## src/rtl/load_store_unit.sv

```systemverilog
// Load/store unit: byte/half/word loads and stores against a 1-cycle-latency word memory.
// Sub-word stores are done as read-modify-write; misaligned or illegal requests finish at once with err.
module load_store_unit (
  input  logic        clk,
  input  logic        rst,
  input  logic        req,
  input  logic [31:0] addr,
  input  logic [31:0] wdata,
  input  logic [1:0]  write_ram_flag,
  input  logic [2:0]  load_ram_flag,
  output logic        busy,
  output logic        done,
  output logic        err,
  output logic [31:0] rdata,
  output logic        mem_en,
  output logic        mem_we,
  output logic [29:0] mem_addr,
  output logic [31:0] mem_wdata,
  input  logic [31:0] mem_rdata
);
  localparam int NUM_LANES = 4;
  localparam int LANE_W    = 8;

  localparam logic [1:0] ST_SW = 2'b01, ST_SH = 2'b10, ST_SB = 2'b11;
  localparam logic [2:0] LD_LW = 3'b001, LD_LHU = 3'b010, LD_LBU = 3'b011,
                         LD_LH = 3'b110, LD_LB  = 3'b111;

  typedef enum logic [2:0] {IDLE, RD, CAP, WR, DONE} state_t;

  state_t      state, state_nxt;
  logic [31:0] addr_q, wdata_q, merged_q;
  logic [1:0]  wflag_q;
  logic [2:0]  lflag_q;
  logic        err_q;

  // request classification on the incoming (not yet captured) fields
  logic is_load, is_store, illegal, word_acc, half_acc, misaligned, fault, accept;
  always_comb begin
    is_load    = (load_ram_flag != 3'b000);
    is_store   = (write_ram_flag != 2'b00);
    illegal    = (load_ram_flag == 3'b100) || (load_ram_flag == 3'b101) || (is_load && is_store);
    word_acc   = (load_ram_flag == LD_LW) || (write_ram_flag == ST_SW);
    half_acc   = (load_ram_flag == LD_LHU) || (load_ram_flag == LD_LH) || (write_ram_flag == ST_SH);
    misaligned = (word_acc && (addr[1:0] != 2'b00)) || (half_acc && addr[0]);
    fault      = illegal || misaligned;
    accept     = (state == IDLE) && req;
  end

  always_comb begin
    state_nxt = state;
    case (state)
      IDLE: if (req) begin
        if (fault || (!is_load && !is_store)) state_nxt = DONE;
        else if (write_ram_flag == ST_SW)      state_nxt = WR;
        else                                   state_nxt = RD;
      end
      RD:      state_nxt = CAP;
      CAP:     state_nxt = (lflag_q != 3'b000) ? DONE : WR;
      WR:      state_nxt = DONE;
      DONE:    state_nxt = IDLE;
      default: state_nxt = IDLE;
    endcase
  end

  // per-lane store merge: each byte lane takes store data or keeps the memory byte
  logic [NUM_LANES-1:0][LANE_W-1:0] merged;
  genvar i;
  generate
    for (i = 0; i < NUM_LANES; i++) begin : g_lane
      localparam logic [1:0] LANE = 2'(i);
      logic sel;
      always_comb begin
        sel = ((wflag_q == ST_SB) && (addr_q[1:0] == LANE)) ||
              ((wflag_q == ST_SH) && (addr_q[1] == LANE[1]));
        if (!sel)                    merged[i] = mem_rdata[i*LANE_W +: LANE_W];
        else if (wflag_q == ST_SB)   merged[i] = wdata_q[7:0];
        else                         merged[i] = wdata_q[(i%2)*LANE_W +: LANE_W];
      end
    end
  endgenerate

  logic [7:0]  byte_v;
  logic [15:0] half_v;
  logic [31:0] load_v;
  always_comb begin
    byte_v = mem_rdata[{addr_q[1:0], 3'b000} +: 8];
    half_v = addr_q[1] ? mem_rdata[31:16] : mem_rdata[15:0];
    case (lflag_q)
      LD_LB:   load_v = {{24{byte_v[7]}}, byte_v};
      LD_LBU:  load_v = {24'h0, byte_v};
      LD_LH:   load_v = {{16{half_v[15]}}, half_v};
      LD_LHU:  load_v = {16'h0, half_v};
      default: load_v = mem_rdata;
    endcase
  end

  always_ff @(posedge clk or posedge rst) begin
    if (rst) begin
      state    <= IDLE;
      addr_q   <= '0;
      wdata_q  <= '0;
      merged_q <= '0;
      wflag_q  <= '0;
      lflag_q  <= '0;
      err_q    <= 1'b0;
      rdata    <= '0;
    end else begin
      state <= state_nxt;
      if (accept) begin
        addr_q  <= addr;
        wdata_q <= wdata;
        wflag_q <= write_ram_flag;
        lflag_q <= load_ram_flag;
        err_q   <= fault;
      end
      if (state == CAP) begin
        if (lflag_q != 3'b000) rdata    <= load_v;
        else                   merged_q <= merged;
      end
    end
  end

  always_comb begin
    busy      = (state != IDLE);
    done      = (state == DONE);
    err       = done && err_q;
    mem_en    = (state == RD) || (state == WR);
    mem_we    = (state == WR);
    mem_addr  = addr_q[31:2];
    mem_wdata = (wflag_q == ST_SW) ? wdata_q : merged_q;
  end
endmodule

```

## config.mk

```make
export PLATFORM = sky130hd
export DESIGN_NAME = load_store_unit
export DESIGN_NICKNAME = d
export VERILOG_FILES = /design/src/rtl/load_store_unit.sv
export SDC_FILE = /design/constraint.sdc
export NUM_CORES = 1
export LEC_CHECK = 0
export ABC_AREA = 1
export CAP_MARGIN = 20
export CORE_ASPECT_RATIO = 2
export CORE_MARGIN = 4
export CORE_UTILIZATION = 47
export CTS_CLUSTER_DIAMETER = 30
export DETAILED_ROUTE_END_ITERATION = 10
export GPL_TIMING_DRIVEN = 0
export HOLD_SLACK_MARGIN = 0.06
export PLACE_DENSITY = 0.91
export SLEW_MARGIN = 30
export SYNTH_ARGS = -nofsm -noshare
export SYNTH_HDL_FRONTEND = slang
export SYNTH_SLANG_ARGS = --single-unit
export TNS_END_PERCENT = 10
```

## constraint.sdc

```tcl
create_clock -name clk -period 10.1 [get_ports clk]
set_input_delay 1.515 -clock clk [delete_from_list [all_inputs] [get_ports clk]]
set_output_delay 1.515 -clock clk [all_outputs]
set_load 0.01 [all_outputs]
```

==> results.cfg, run 1 <==
[floorplan]
die_w_um = 94.13
core_area_um2 = 14430
start_util_pct = 48.33
die-area_um2 = 16970
die_height_um = 180.3
row_count = 62
io_pins = 203

[timing]
tightest_slew_ns = 0.6219
fin_crit_ns = 4.206
rsz0062_at_grt = false
relSlewSlack_pct = 58.46
hold_viol_final = 0
setup_viol = 0
max_clock_freq_mhz = 237.8
slew_viol_final = 0
finalClockSkew_ns = 0.009680
fin_setup_tns_ns = 0
period_share_pct = 41.64

[global_routing]
grt_usage_pct = 27.01
antenna_found_initial = 0
grt_max_degree = 84
grt_pass1_wl_um = 35430
globalRouteOverflowTotal = 0
grt_pass1_vias = 7013

[min_path]
min-delay-start = merged_q[26]$_DFFE_PP0P_
whs_endpoint = merged_q[26]$_DFFE_PP0P_
hold_path_depth = 2
hold_class = flop to flop

[synthesis]
ys_seq_area_share_pct = 49.17
ys_ff_latch = 137
avgSynthCellArea_um2 = 8.233
netlist-cell-type-count = 29
postSynthCellCount = 847
syn_nets = 951
synth_area_um2 = 6973
synth_warnings = 0

[clock_tree]
cts_tree = done
clockRootBuffer = clkbuf_16
cts_buffers = 17
path_clk_slew_ns = 0.06
clock_path_buffers = 2
numClockSinks = 137
ctsHtreeMaxLevel = 4
ctsHoldBuffers = 0
clk_latency_ns = 0.42
cts_resized = 0
post_cts_buffers = 0

[route]
postRouteAntennaNets = 0
dr_total_vias = 6680
via_per_inst = 5.243
wl_per_cell_um = 17.71
dr.first_iter.drc_count = 410
dr.pass1.iters = 5
finalWirelength_um = 22560
drc = 0

[setup_path]
setup.worst_path.class = flop to output pin
critPathSlowestCell = clkdlybuf4s50_1
slowest_delay_ns = 0.61
reg2reg_setup_slack_ns = 8.19
r2r-end = rdata[7]$_DFFE_PP0P_
cp_max_fo = 10
r2r-start = state[2]$_DFFE_PP0P_
worstPathRequired_ns = 8.59
r2r_cells = 7
cp-start-kind = flop
path_cells = nand2_1, clkbuf_1, o21ai_0, clkdlybuf4s50_1
crit_path_end_kind = output pin
arrival_ns = 2.69

[layout]
design_area_um2 = 9874
antenna_cells = 0
final_cell_mix = 236 x nand2_1, 202 x clkdlybuf4s50_1, 137 x dfrtp_1
layout-drive-gt1-share_pct = 15.80
fin_nets = 1173
final_common_cell = nand2_1
final_util_pct = 68.44
syn2layout_area_growth_pct = 41.61

[power]
leakagePower_nw = 4.663
p_int_w = 0.001987
swShare_pct = 39.18
power_frac_seq_pct = 30.3
combPwrFrac_pct = 50.3
clkPwrFrac_pct = 19.4
p_per_area_nw_per_um2 = 330.8
power_switching_w = 0.001280
peakVddDrop_mv = 0.1953

[placed_design]
port_buffers = 202
place_area_um2 = 9270
gp_congestion = 0.9961
dpl.hpwl_um = 17770

[run_status]
status = complete, no violations

[run]
drv_cap = 0
-- per-layer routing --
| metal | GRT usage (%) | vias to the layer above | wire [um] |
|---|---|---|---|
| met5 | 0 | - | 0 |
| met4 | 18.87 | 0 | 1566 |
| met3 | 4.722 | 97 | 1169 |
| met2 | 49.73 | 312 | 12360 |
| met1 | 26.01 | 3120 | 7462 |
| li1 | - | 3151 | - |
-- Yosys cell counts --
cell type  number  area share [%]
buf_2          25             1.8
inv_1          71             3.8
nand3_1        28             2.0
dfrtp_1       137              49
nor2_2          1           0.090
a211oi_4        1            0.29
nor2_4          3            0.48
nor3_4          1            0.23
o211ai_2        1            0.18
o21ai_1        54             3.9
nand4_1         1           0.090
nor2_1         20             1.1
a21oi_2         2            0.25
a21oi_1        62             4.5
mux2_2         30             4.8
or2_2          17             1.5
nor3_1          3            0.22
nand3_2         1            0.14
or2_1           1           0.090
a211oi_2        2            0.36
mux2i_1         1            0.14
buf_6           5            0.81
o21ai_0        77             5.5
buf_4          33             3.6
clkbuf_1       12            0.65
inv_2          13            0.70
o211ai_1        7            0.75
nand2_1       236              13
nand2_2         2            0.18
-- flip-flops by register name, summed over array words and instances (netlist names) --
register and count:
addr_q 32, err_q 1, lflag_q 3, merged_q 32
rdata 32, state 3, wdata_q 32, wflag_q 2
-- stage by stage --
stage                     total power (W)  instances  hold WS [ns]  setup WS, ns
after detailed placement         0.002632       1242        0.4657         6.371
after global routing             0.003463       1274        0.5129         5.773
after floorplan                  0.001832        847        0.4493         4.917
after CTS                        0.003275       1274        0.4821         5.918
after global placement           0.002581       1241        0.4622         3.027
final                            0.003267       1274        0.4870         5.894
-- cells by family (layout without fill, tap and decap cells) --
logic type      count (synthesis)  count (layout)  synth area share (%)
flops                         137             137                 49.17
simple gates                  314             314                 18.84
buf+inv                       159             394                 11.32
mux                            31              31                 4.988
compound gates                206             206                 15.68
-- cell type report --
cell class | instances | area [um2]
repair buffers | 203 | 2049
well taps | 192 | 240.2
plain buffers | 75 | 474.2
flip-flops and latches | 137 | 3428
inverters | 84 | 322.8
clock buffers | 17 | 425.4
clock inverters | 15 | 178.9
fillers | 1170 | 4554
multi-input cells | 551 | 2755
-- power by group through the flow --
stage / combinational, W / clock [W] / sequential [W]
finish: 0.00164 / 0.000634 / 0.000989
detailed placement: 0.00164 / 0 / 0.000992
floorplan: 0.000857 / 0 / 0.000975
global placement: 0.00160 / 0 / 0.000980
CTS: 0.00165 / 0.000637 / 0.000985
global route: 0.00178 / 0.000662 / 0.00102
-- worst max-delay path by stage --
stage	startpoint	end	slack, ns	cells past startpoint
2_1_floorplan	rst	addr_q[0]$_DFFE_PP0P_	4.92	1
3_3_place_gp	rst	addr_q[12]$_DFFE_PP0P_	3.03	2
3_5_place_dp	wflag_q[0]$_DFFE_PP0P_	mem_wdata[0]	6.37	4
4_1_cts	wflag_q[0]$_DFFE_PP0P_	mem_wdata[0]	5.92	4
5_1_grt	wflag_q[0]$_DFFE_PP0P_	mem_wdata[0]	5.77	4
6_report	wflag_q[0]$_DFFE_PP0P_	mem_wdata[0]	5.89	4
-- worst max-delay path, delay by kind of cell, from the launching register on --
| kind | cells | cell delay, ns |
|---|---|---|
| flip-flops | 1 | 0.55 |
| AO/OA/AOI/OAI | 1 | 0.38 |
| AND/OR/NAND/NOR | 1 | 0.37 |
| buffers and inverters | 2 | 0.96 |
No activity file was read; power rests on OpenSTA's default activity.
==> run 2, diff against run 1 <==
Clock period 10.1 ns to 4.12 ns, I/O delays scaled along.
==> results.cfg, run 2 (synthesis gave the netlist of run 1 again) <==
[run_status]
status = complete, no violations

[power]
peakVddDrop_mv = 0.4706
leakagePower_nw = 4.697
p_per_area_nw_per_um2 = 820.3

[min_path]
hold_class = flop to flop
whs_endpoint = merged_q[13]$_DFFE_PP0P_
hold_path_depth = 2
min-delay-start = merged_q[13]$_DFFE_PP0P_

[route]
via_per_inst = 5.322
dr.first_iter.drc_count = 395
dr_total_vias = 6796
dr.pass1.iters = 5
finalWirelength_um = 22670
drc = 0
postRouteAntennaNets = 0
wl_per_cell_um = 17.75

[floorplan]
io_pins = 203
die_height_um = 180.3
start_util_pct = 48.33
core_area_um2 = 14430
row_count = 62
die_w_um = 94.13
die-area_um2 = 16970

[timing]
finalClockSkew_ns = 0.01094
period_share_pct = 79.75
fin_crit_ns = 3.286
hold_viol_final = 0
relSlewSlack_pct = 54.25
max_clock_freq_mhz = 304.3
slew_viol_final = 0
rsz0062_at_grt = false
setup_viol = 0
tightest_slew_ns = 0.6851
hold_ws_ns = 0.4812
fin_setup_tns_ns = 0

[layout]
syn2layout_area_growth_pct = 43.12
antenna_cells = 0
final_cell_mix = 236 x nand2_1, 202 x clkdlybuf4s50_1, 137 x dfrtp_1
design_area_um2 = 9980
fin_nets = 1176
layout-drive-gt1-share_pct = 15.94
final_common_cell = nand2_1

[clock_tree]
cts_buffers = 17
numClockSinks = 137
ctsHoldBuffers = 0
cts_resized = 0
clock_path_buffers = 2
cts_tree = done
clk_latency_ns = 0.43
ctsHtreeMaxLevel = 4
post_cts_buffers = 0
path_clk_slew_ns = 0.06
clockRootBuffer = clkbuf_16

[setup_path]
crit_path_end_kind = output pin
cp_num_buf_inv = 2
critPathMostFrequentCell = nand2_1
setup.worst_path.class = flop to output pin
slowest_delay_ns = 0.57
arrival_ns = 2.67
worstPathRequired_ns = 3.50
path_cells = nand2_1, clkbuf_1, nand2_1, o21ai_0, clkdlybuf4s50_1
r2r_cells = 7
cpLargestDelayFamily = buffers and inverters
r2r-end = rdata[7]$_DFFE_PP0P_
cp_max_fo = 10
cp-start-kind = flop
r2r-start = state[2]$_DFFE_PP0P_
critPathSlowestCell = clkdlybuf4s50_1
reg2reg_setup_slack_ns = 2.25

[placed_design]
port_buffers = 202
gp_congestion = 0.9557
dpl.hpwl_um = 17910
place_area_um2 = 9319

[global_routing]
grt_pass1_vias = 7280
antenna_found_initial = 0
globalRouteOverflowTotal = 0
grt_usage_pct = 27.09
grt_pass1_wl_um = 35500
grt_max_degree = 32

[run]
drv_cap = 0
-- run 2: final cells by class --
cell class | instances | area, um2
flip-flops and latches | 137 | 3428
clock inverters | 13 | 217.7
repair buffers | 206 | 2102
plain buffers | 75 | 474.2
multi-input cells | 551 | 2755
well taps | 192 | 240.2
clock buffers | 19 | 442.9
fillers | 1119 | 4449
inverters | 84 | 319.1
-- run 2: worst max-delay path by stage --
| stage | start | endpoint | slack (ns) | depth (start not counted) |
|---|---|---|---|---|
| 5_1_grt | wflag_q[0]$_DFFE_PP0P_ | mem_wdata[27] | 0.75 | 5 |
| 3_3_place_gp | rst | merged_q[5]$_DFFE_PP0P_ | 0.60 | 2 |
| 6_report | wflag_q[0]$_DFFE_PP0P_ | mem_wdata[27] | 0.83 | 5 |
| 4_1_cts | wflag_q[0]$_DFFE_PP0P_ | mem_wdata[27] | 0.84 | 5 |
| 3_5_place_dp | wflag_q[0]$_DFFE_PP0P_ | mem_wdata[27] | 1.32 | 5 |
| 2_1_floorplan | rst | addr_q[0]$_DFFE_PP0P_ | 1.79 | 1 |
-- run 2: power by group --
group,total [W],leakage (nW),switching (W),internal (W)
registers,0.00242,1.59,0.000409,0.00201
logic,0.00405,2.80,0.00206,0.00199
clock network,0.00171,0.308,0.000614,0.00110
-- run 2: metrics by stage --
step | util, % | setup WS (ns) | cells | power (W)
after floorplan | - | 1.795 | 847 | 0.004491
after global placement | 64.03 | 0.6021 | 1241 | 0.006309
after detailed placement | 64.59 | 1.323 | 1245 | 0.006447
after CTS | 69.16 | 0.8416 | 1277 | 0.008196
after global routing | 69.16 | 0.7482 | 1277 | 0.008653
final | 69.16 | 0.8342 | 1277 | 0.008186
-- run 2: worst reg2reg max path, cell delays in order, from the launching register on --
cell	delay, ns
dfrtp_1	0.44
inv_2	0.11
nand3_2	0.13
nor2_4	0.25
clkbuf_1	0.36
o21ai_0	0.15
a21oi_1	0.20
a21oi_1	0.09
-- run 2: per-layer routing --
| metal | up-vias | part of all wire [%] | track usage (%) | wire [um] |
|---|---|---|---|---|
| met1 | 3150 | 32 | 26.20 | 7350 |
| met4 | 0 | 6.8 | 18.58 | 1549 |
| met2 | 371 | 54 | 49.44 | 12330 |
| met3 | 113 | 6.4 | 5.433 | 1441 |
| li1 | 3162 | - | - | - |
| met5 | - | 0 | 0 | 0 |
==> run 3, diff against run 2 <==
Settings changed: CORE_UTILIZATION 47 to 43, PLACE_DENSITY 0.91 to 0.88.
Clock period 4.12 ns to 2.6 ns, I/O delays scaled along.
==> results.cfg, run 3 (synthesis gave the netlist of run 1 again) <==
[placed_design]
dpl.hpwl_um = 17830
place_area_um2 = 9330
port_buffers = 202
dpl.cell_count = 1254
gp_congestion = 1.032

[power]
power_switching_w = 0.004867
p_per_area_nw_per_um2 = 1267
combPwrFrac_pct = 51.3
power_w = 0.01256
swShare_pct = 38.75
p_int_w = 0.007695
clkPwrFrac_pct = 17.9
power_frac_seq_pct = 30.8
peakVddDrop_mv = 0.6140
leakagePower_nw = 4.657

[clock_tree]
path_clk_slew_ns = 0.06
clock_path_buffers = 2
cts_tree = done
clockRootBuffer = clkbuf_16
clk_latency_ns = 0.42
ctsHoldBuffers = 0
cts_buffers = 17
numClockSinks = 137
post_cts_buffers = 0
ctsHtreeMaxLevel = 4

[layout]
design_area_um2 = 9913
fillers = 1328
antenna_cells = 0
final_common_cell = nand2_1
fin_nets = 1176
final_cell_mix = 235 x nand2_1, 201 x clkdlybuf4s50_1, 135 x dfrtp_1
final_cells = 1286
syn2layout_area_growth_pct = 42.17
layout-drive-gt1-share_pct = 16.87

[global_routing]
grt_pass1_vias = 7021
grt_max_degree = 32
globalRouteOverflowTotal = 0
antenna_found_initial = 0
grt_pass1_wl_um = 35540
grt_usage_pct = 24.45

[route]
drc = 0
via_per_inst = 5.195
dr_total_vias = 6681
dr.pass1.iters = 5
postRouteAntennaNets = 0
finalWirelength_um = 22590
wl_per_cell_um = 17.56
dr.first_iter.drc_count = 471

[floorplan]
die-area_um2 = 18440
start_util_pct = 43.97
io_pins = 203
die_height_um = 188.1
die_w_um = 98.05
core_area_um2 = 15860
row_count = 65

[setup_path]
crit_path_end_kind = output pin
worstPathRequired_ns = 2.21
setup.worst_path.class = flop to output pin
cp-start-kind = flop
arrival_ns = 2.15
cp_max_fo = 10

[timing]
max_clock_freq_mhz = 393.7
relSlewSlack_pct = 59.67
tightest_slew_ns = 0.6037
rsz0062_at_grt = false
setup_viol = 0
fin_crit_ns = 2.540
slew_viol_final = 0
period_share_pct = 97.69
finalClockSkew_ns = 0.006794
hold_viol_final = 0

[min_path]
hold_class = input port to asynchronous set/reset pin

[run_status]
status = complete, no violations

[run]
drv_cap = 0
==> run 3: cell types whose count changed in the layout (fill, tap and decap cells not counted), sizes merged <==
cell / change
clkdlybuf4s50: -1
clkinv: +1
clkinvlp: +4
clkbuf: -1
bufinv: -4
dlygate4sd2: +1
==> run 3: final timing paths <==
path	startpoint	to	slack (ns)	depth (start not counted)
setup / recovery	wflag_q[1]$_DFFE_PP0P_	mem_wdata[0]	0.06	5
hold / removal	rst	addr_q[31]$_DFFE_PP0P_	0.40	2
setup reg to reg	state[1]$_DFFE_PP0P_	addr_q[7]$_DFFE_PP0P_	0.69	8
hold reg to reg	merged_q[1]$_DFFE_PP0P_	merged_q[1]$_DFFE_PP0P_	0.48	2
max in group asynchronous	rst	addr_q[23]$_DFFE_PP0P_	1.42	4
min in group clk	merged_q[1]$_DFFE_PP0P_	merged_q[1]$_DFFE_PP0P_	0.48	2
==> run 3: cell type report <==
type	count	area [um2]	area share (%)
plain buffers	75	486.7	4.910
multi-input cells	551	2766	27.91
inverters	84	321.6	3.244
repair buffers	206	2101	21.19
clock inverters	14	126.4	1.275
flip-flops and latches	137	3431	34.61
clock buffers	18	429.2	4.329
well taps	201	251.5	2.537
==> run 3: stage by stage <==
stage / hold slack [ns] / utilization, % / worst slack [ns] / TNS [ns]
6_report: 0.3976 / 62.51 / 0.06012 / 0
5_1_grt: 0.4423 / 62.51 / 0.009553 / 0
4_1_cts: 0.4003 / 62.46 / 0.01602 / 0
3_5_place_dp: 0.4661 / 58.83 / -0.02633 / -0.02633
3_3_place_gp: 0.4623 / 58.33 / -0.6973 / -93.24
2_1_floorplan: 0.4493 / - / 0.5029 / 0
==> run 3: worst max-delay path: stages, from the launching register on <==
cell	delay (ns)
dfrtp_2	0.45
inv_4	0.12
nand2_4	0.12
clkbuf_4	0.23
o21ai_2	0.23
clkdlybuf4s50_1	0.58
==> run 3: what timing repair did <==
action / in CTS / in global routing
resized for setup: 16 / 7
hold endpoints to repair: 0 / 0
pin swaps: 0 / 0
setup endpoints to repair: 32 / 30
==> run 3: power groups by stage <==
stage	clock [W]	sequential (W)	combinational [W]
5_1_grt	0.00238	0.00398	0.00698
2_1_floorplan	0	0.00379	0.00333
3_3_place_gp	0	0.00380	0.00622
4_1_cts	0.00228	0.00383	0.00646
6_report	0.00225	0.00387	0.00644
3_5_place_dp	0	0.00385	0.00637
==> run 3: metal layers <==
layer | vias up | share of wire, % | global-route usage (%)
li1 | 3152 | - | -
met1 | 3111 | 33 | 23.28
met2 | 323 | 55 | 46.38
met3 | 95 | 6.0 | 5.101
met4 | 0 | 6.3 | 14.99
met5 | - | 0 | 0
